==> src/rtl/rs232c_receiver.sv <==
// RS-232C frame receiver: 1 start, BIT_WIDTH data bits (LSB first), 1 stop; bit period = max_count+1 clocks.
// Each word is sampled about half a bit after its line edge; results are single-cycle r_valid / frame_err strobes.
module rs232c_receiver #(
    parameter int BIT_WIDTH = 8
) (
    input  logic                 clk,
    input  logic                 n_rst,
    input  logic                 rxd,
    input  logic [31:0]          max_count,
    output logic [BIT_WIDTH-1:0] recv_data,
    output logic                 r_valid,
    output logic                 frame_err,
    output logic                 r_busy
);

    localparam int IW = $clog2(BIT_WIDTH) + 1;

    typedef enum logic [2:0] {
        IDLE,
        START,
        DATA,
        STOP,
        WAIT_HIGH
    } state_t;

    state_t                 state, state_nx;
    logic                   s1, s2, s_prev;
    logic [31:0]            count, count_nx;
    logic [31:0]            half;
    logic [IW-1:0]          bit_idx, bit_idx_nx;
    logic [BIT_WIDTH-1:0]   shreg, shreg_nx;
    logic [BIT_WIDTH-1:0]   recv_data_nx;
    logic                   r_valid_nx, frame_err_nx;

    assign half   = max_count >> 1;
    assign r_busy = (state != IDLE);

    // rxd is asynchronous; s_prev gives the edge detector a settled previous value
    always_ff @(posedge clk or negedge n_rst) begin
        if (!n_rst) begin
            s1     <= 1'b1;
            s2     <= 1'b1;
            s_prev <= 1'b1;
        end else begin
            s1     <= rxd;
            s2     <= s1;
            s_prev <= s2;
        end
    end

    always_ff @(posedge clk or negedge n_rst) begin
        if (!n_rst) begin
            state     <= IDLE;
            count     <= '0;
            bit_idx   <= '0;
            shreg     <= '0;
            recv_data <= '0;
            r_valid   <= 1'b0;
            frame_err <= 1'b0;
        end else begin
            state     <= state_nx;
            count     <= count_nx;
            bit_idx   <= bit_idx_nx;
            shreg     <= shreg_nx;
            recv_data <= recv_data_nx;
            r_valid   <= r_valid_nx;
            frame_err <= frame_err_nx;
        end
    end

    always_comb begin
        state_nx     = state;
        count_nx     = count;
        bit_idx_nx   = bit_idx;
        shreg_nx     = shreg;
        recv_data_nx = recv_data;
        r_valid_nx   = 1'b0;
        frame_err_nx = 1'b0;

        case (state)
            IDLE: begin
                if (s_prev && !s2) begin
                    state_nx = START;
                    count_nx = '0;
                end
            end
            START: begin
                // a start bit that is gone by mid-bit is treated as a glitch
                if (count == half) begin
                    count_nx = '0;
                    if (!s2) begin
                        state_nx   = DATA;
                        bit_idx_nx = '0;
                    end else begin
                        state_nx = IDLE;
                    end
                end else begin
                    count_nx = count + 32'd1;
                end
            end
            DATA: begin
                if (count == max_count) begin
                    for (int i = 0; i < BIT_WIDTH; i++) begin
                        if (bit_idx == IW'(i)) shreg_nx[i] = s2;
                    end
                    count_nx   = '0;
                    bit_idx_nx = bit_idx + IW'(1);
                    if (bit_idx == IW'(BIT_WIDTH - 1)) state_nx = STOP;
                end else begin
                    count_nx = count + 32'd1;
                end
            end
            STOP: begin
                if (count == max_count) begin
                    count_nx = '0;
                    if (s2) begin
                        recv_data_nx = shreg;
                        r_valid_nx   = 1'b1;
                        state_nx     = IDLE;
                    end else begin
                        frame_err_nx = 1'b1;
                        state_nx     = WAIT_HIGH;
                    end
                end else begin
                    count_nx = count + 32'd1;
                end
            end
            WAIT_HIGH: begin
                // a held-low line (break) must not start a new frame
                if (s2) begin
                    state_nx = IDLE;
                    count_nx = '0;
                end
            end
            default: begin
                state_nx = IDLE;
                count_nx = '0;
            end
        endcase
    end

endmodule

==> config.mk <==
export PLATFORM = sky130hd
export DESIGN_NAME = rs232c_receiver
export DESIGN_NICKNAME = d
export VERILOG_FILES = /design/src/rtl/rs232c_receiver.sv
export SDC_FILE = /design/constraint.sdc
export NUM_CORES = 1
export LEC_CHECK = 0
export CAP_MARGIN = 20
export CORE_MARGIN = 2
export CORE_UTILIZATION = 23
export DETAILED_ROUTE_END_ITERATION = 6
export GPL_ROUTABILITY_DRIVEN = 0
export HOLD_SLACK_MARGIN = 0.1
export PLACE_DENSITY = 0.42
export SLEW_MARGIN = 20
export SYNTH_ARGS = -nofsm -noshare
export SYNTH_HDL_FRONTEND = slang
export SYNTH_SLANG_ARGS = --single-unit
==> constraint.sdc <==
create_clock -name clk -period 4.1 [get_ports clk]
set_input_delay 0.615 -clock clk [delete_from_list [all_inputs] [get_ports clk]]
set_output_delay 0.615 -clock clk [all_outputs]
set_load 0.03 [all_outputs]
---- Yosys cells after proc, flatten, opt, wreduce, memory -nomap -nowiden ----
Cells that the tools add are included.
word-level totals
  logic and storage cells ................. 82
  register bits after elaboration ......... 60
  bits of input ports ..................... 35
  output and inout port bits .............. 11
operators by class
  equal/unequal tests ..................... 20
  multiplexer cells ....................... 24
  add/sub/neg operators ................... 2
  reductions and logical operators ........ 19
operator list
  kind                   number
  $mux 32                4
  $pmux 32 s4            1
  $add 32x1->32 const B  1
  $eq 32x31->1           1
  $eq 32x32->1           1
  $reduce_and 3->1       9
  $mux 3                 7
  $eq 4x3->1 const B     4
  $pmux 3 s5             1
  $ne 2x2->1 const B     7
  $mux 4                 3
  $eq 4x2->1 const B     2
  $pmux 4 s2             1
  $eq 3x2->1 const B     2
  $mux 1                 6
  $reduce_and 6->1       1
  $add 4x1->4 const B    1
  $eq 4x1->1 const B     1
  $logic_not 4->1        1
  $reduce_and 4->1       1
  $eq 3x1->1 const B     1
  $eq 3x3->1 const B     1
  $logic_not 3->1        1
  $reduce_bool 3->1      1
  other kinds (6)        6

---- Longest topological paths before layout ----
  depth after elaboration ................. 4
  depth in mapped cells ................... 9
  mapped depth without buffers ............ 7

---- Least setup slack after synthesis ----
Ideal clock, no wire load.
  path kind ............................... input to register
  start point ............................. input port max_count[14]
  end point ............................... register count[6]
  library setup time ...................... 126 ps
  cell stages on the path ................. 8
  data arrival time ....................... 2,221 ps
  required time ........................... 3,974 ps
  slack ................................... 1,753 ps
  buffers on the path ..................... 2
  cells stage by stage .................... xor2_1 > or4_4 > nor4_2 > a211o_1 > buf_6 > nand2_4 > buf_6 > a221o_1
between the ends
  cells in the longest elaborated chain, start to end .. 3
  elaborated cells on any way between the ends .. 5
  those cells by class .................... 2 x eq/ne; 3 x mux
ends and longest elaborated chain
  item                                          line          source
  start, declared                               9             input logic [31:0] max_count,
  $eq 32x32->1 or $eq 32x31->1 (tied branches)  102, 114, 89
  $mux 32 (on tied branches)                    102, 114, 89
  $pmux 32 s4 (*)                               80            case (state)
  end signal, assigned                          62            count <= count_nx;
  end, declared                                 28            logic [31:0] count, count_nx;
Every way passes the cells marked *; elsewhere a longest branch is shown, timed or not.
A chain may end at the register's enable or synchronous reset.

---- Final worst setup path ----
  start point ............................. input port max_count[11]
  end point ............................... register recv_data[3]
between the ends
  cells in the longest elaborated chain, start to end .. 2
ends and longest elaborated chain
  item                               line  source
  $eq 32x32->1                       114   if (count == max_count) begin
  $reduce_and 3->1 (no source line)  --
  end signal, assigned               65    recv_data <= recv_data_nx;
  end, declared                      10    output logic [BIT_WIDTH-1:0] recv_data,
Every way passes these cells.

==> results.sh <==
export IMPL_synth_area_um2=3820
export IMPL_hpwl_um=7740
export IMPL_setup_viol=0
export IMPL_cp_max_fo=17
export IMPL_grt_max_degree=33
export IMPL_synthCells=381
export IMPL_vias=2853
export IMPL_antenna_found_initial=0
export IMPL_critPathTopFamily="simple AND/OR/NAND/NOR gates"
export IMPL_overflow=0
export IMPL_die_area_um2=17600
export IMPL_layout_drive_gt1_share=0.116
export IMPL_place_port_buffers=45
export IMPL_slew_viol_final=0
export IMPL_cp_required_ps=4330
export IMPL_die_x_um=133
export IMPL_io_pins=46
export IMPL_min_period_ps=3110
export IMPL_hold_class="input pin to asynchronous set/reset pin"
export IMPL_routed_via_density=4.50
export IMPL_drt_initial_drc_count=128
export IMPL_path_class="input pin to flop"
export IMPL_clkTransAtPathRegs_ps=60
export IMPL_grt_pass1_vias=3079
export IMPL_dr_wl_met3_um=422
export IMPL_dr_wl_met2_um=4660
export IMPL_antenna_left=0
export IMPL_drt_pass1_iter_count=4
export IMPL_postCtsSetupBuffers=0
export IMPL_power_density_nw_per_um2=422
export IMPL_finalSetupTns_ps=0
export IMPL_outcome="finished, final reports clean"
export IMPL_synth_seq_cells=60
export IMPL_reg2reg_depth=6
export IMPL_nets=449
export IMPL_cp_arrival_ps=3340
export IMPL_yosys_most_used_dff="dfrtp_1"
export IMPL_r2r_start="count[11]$_DFFE_PN0P_"
export IMPL_hold_viol=0
export IMPL_clockBufferDepth=2
export IMPL_critPathBufInv=1
export IMPL_drt_wl_total_um=10100
export IMPL_holdWs_ps=302
export IMPL_power_leakage_nw=1.86
export IMPL_die_height_um=133
export IMPL_n_fill_cell=1731
export IMPL_start_kind="input pin"
export IMPL_fin_crit_sh=0.758
export IMPL_clk_latency_ps=340
export IMPL_ys_seq_area_frac=0.394
export IMPL_r2r_setup_slack_ps=1270
export IMPL_htree_levels=3
export IMPL_wire_per_inst_um=15.9
export IMPL_dp_cells=618
export IMPL_worstReg2RegEnd="recv_data[3]$_DFFE_PN0P_"
export IMPL_antenna_cells=0
export IMPL_cts_tree="yes"
export IMPL_maxCapViolCount=0
export IMPL_holdBufCountCts=0
export IMPL_grt_pass1_wl_um=16500
export IMPL_crit_slowest_cell="nor4_1"
export IMPL_cts_num_sinks=60
export IMPL_core_um2=16400
export IMPL_stdcell_count=634
export IMPL_cts_root_buffer="clkbuf_16"
export IMPL_cpPeakStageDelay_ps=680
export IMPL_cts_buffers_inserted=9
export IMPL_areaGrowthSynthToFinish_pct=23.7
export IMPL_worst_pin_slew_ps=893
export IMPL_finClkSkew_ps=5.59
export IMPL_initial_core_util=0.233
export IMPL_ys_async_sr_fraction=1.00
export IMPL_row_count=47
export IMPL_post_route_drc_count=0
export IMPL_drt_met1_wl_um=4800
export IMPL_syn_area_per_cell_um2=10.0
export IMPL_synth_cell_type_count=51
export IMPL_rsz0062_at_grt="false"
export IMPL_synth_edf_count=0
export IMPL_highest_layer="met4"
export IMPL_cp_end_kind="flop"
export IMPL_relSlewSlack=0.400
export IMPL_fmax_mhz=322
export IMPL_yosysWarnings=0
export IMPL_grt_usage=0.122
export IMPL_path_cells="clkdlybuf4s50_1, xnor2_1, nand4_1, nor4_1, and2_1, nand4_4, mux2_2"
export IMPL_cts_resized=0
export IMPL_ir_drop_uv=239
export IMPL_syn_nets=421
==> Yosys cell counts (all sizes together), types with 2 or more instances <==
library cell / n / area [um^2]
nor2: 18 / 67.6
a211o: 2 / 17.5
nand4: 24 / 171
nor2b: 2 / 12.5
and3: 10 / 62.6
nand2: 17 / 71.3
a21oi: 7 / 35.0
and2: 5 / 31.3
clkbuf: 15 / 57.6
nor3: 10 / 50.1
a221o: 6 / 60.1
or2: 2 / 12.5
a211oi: 2 / 15.0
xor2: 14 / 123
inv: 10 / 37.5
ha: 5 / 62.6
nand3: 12 / 60.1
mux2: 17 / 191
o21ai: 3 / 15.0
nor4: 5 / 43.8
nand4b: 4 / 35.0
dfrtp: 57 / 1430
o21a: 25 / 188
buf: 15 / 98.8
nand2b: 3 / 18.8
dfstp: 3 / 78.8
xnor2: 74 / 648
==> state kept, by name, indices dropped and copies added, names as in the netlist <==
| name | count |
|---|---|
| r_valid | 1 |
| s_prev | 1 |
| bit_idx | 4 |
| recv_data | 8 |
| count | 32 |
| state | 3 |
| s1 | 1 |
| frame_err | 1 |
| s2 | 1 |
| shreg | 8 |
==> power by group <==
group          switching, mW  internal (mW)  total [mW]
Clock                  0.295          0.534       0.830
Combinational          0.235          0.187       0.422
Sequential             0.105          0.639       0.744
==> layer usage <==
layer	GRT usage	vias to the layer above
met3	0.0333	11
li1	-	1385
met2	0.198	65
met4	0.0484	0
met1	0.155	1392
met5	0	-
==> worst max-delay path by stage <==
| stage | start | to | slack (ps) | cells after the start |
|---|---|---|---|---|
| 2_1_floorplan | max_count[14] | count[6]$_DFFE_PN0P_ | 1750 | 8 |
| 3_3_place_gp | max_count[11] | recv_data[7]$_DFFE_PN0P_ | 690 | 7 |
| 3_5_place_dp | max_count[12] | recv_data[1]$_DFFE_PN0P_ | 670 | 7 |
| 4_1_cts | max_count[12] | recv_data[3]$_DFFE_PN0P_ | 1030 | 7 |
| 5_1_grt | max_count[12] | recv_data[3]$_DFFE_PN0P_ | 780 | 7 |
| 6_report | max_count[11] | recv_data[3]$_DFFE_PN0P_ | 990 | 7 |
==> layout make-up <==
cell class / instances / area [um^2] / share of cell area
Timing Repair Buffer: 47 / 460 / 0.0975
Inverter: 10 / 37.5 / 0.00794
Clock buffer: 9 / 225 / 0.0477
Sequential cell: 60 / 1510 / 0.319
Tap cell: 220 / 275 / 0.0583
Multi-Input combinational cell: 281 / 2120 / 0.449
Clock inverter: 7 / 98.8 / 0.0209
==> stage by stage <==
| step | power (mW) | worst slack, ps | utilization | cell area, um^2 |
|---|---|---|---|---|
| after floorplan | 1.06 | 1750 | - | 3820 |
| after global placement | 1.18 | 692 | 0.268 | 4400 |
| after detailed placement | 1.18 | 666 | 0.268 | 4400 |
| after CTS | 2.02 | 1030 | 0.288 | 4720 |
| after global routing | 2.11 | 777 | 0.288 | 4720 |
| final | 2.00 | 991 | 0.288 | 4720 |
==> placed cells by master (no fill, tap or decap), drive strengths merged, types with 6 or more instances in the layout <==
| master | n |
|---|---|
| clkdlybuf4s50 | 44 |
| o21a | 25 |
| clkbuf | 9 |
| dfrtp | 57 |
| and3 | 10 |
| nand3 | 12 |
| nand4 | 24 |
| nor3 | 10 |
| a21oi | 7 |
| xor2 | 14 |
| a221o | 6 |
| mux2 | 17 |
| nor2 | 18 |
| inv | 11 |
| xnor2 | 74 |
| nand2 | 17 |
==> kinds of logic (layout without fill, tap and decap cells) <==
group,count (synthesis),count (layout),share of synthesized area
buf+inv,40,73,0.0508
simple gates,117,117,0.179
mux,17,17,0.0501
xor+xnor,88,88,0.202
compound gates,54,54,0.107
flops,60,60,0.394
fa+ha+maj,5,5,0.0164
No activity file was read; power rests on OpenSTA's default activity.
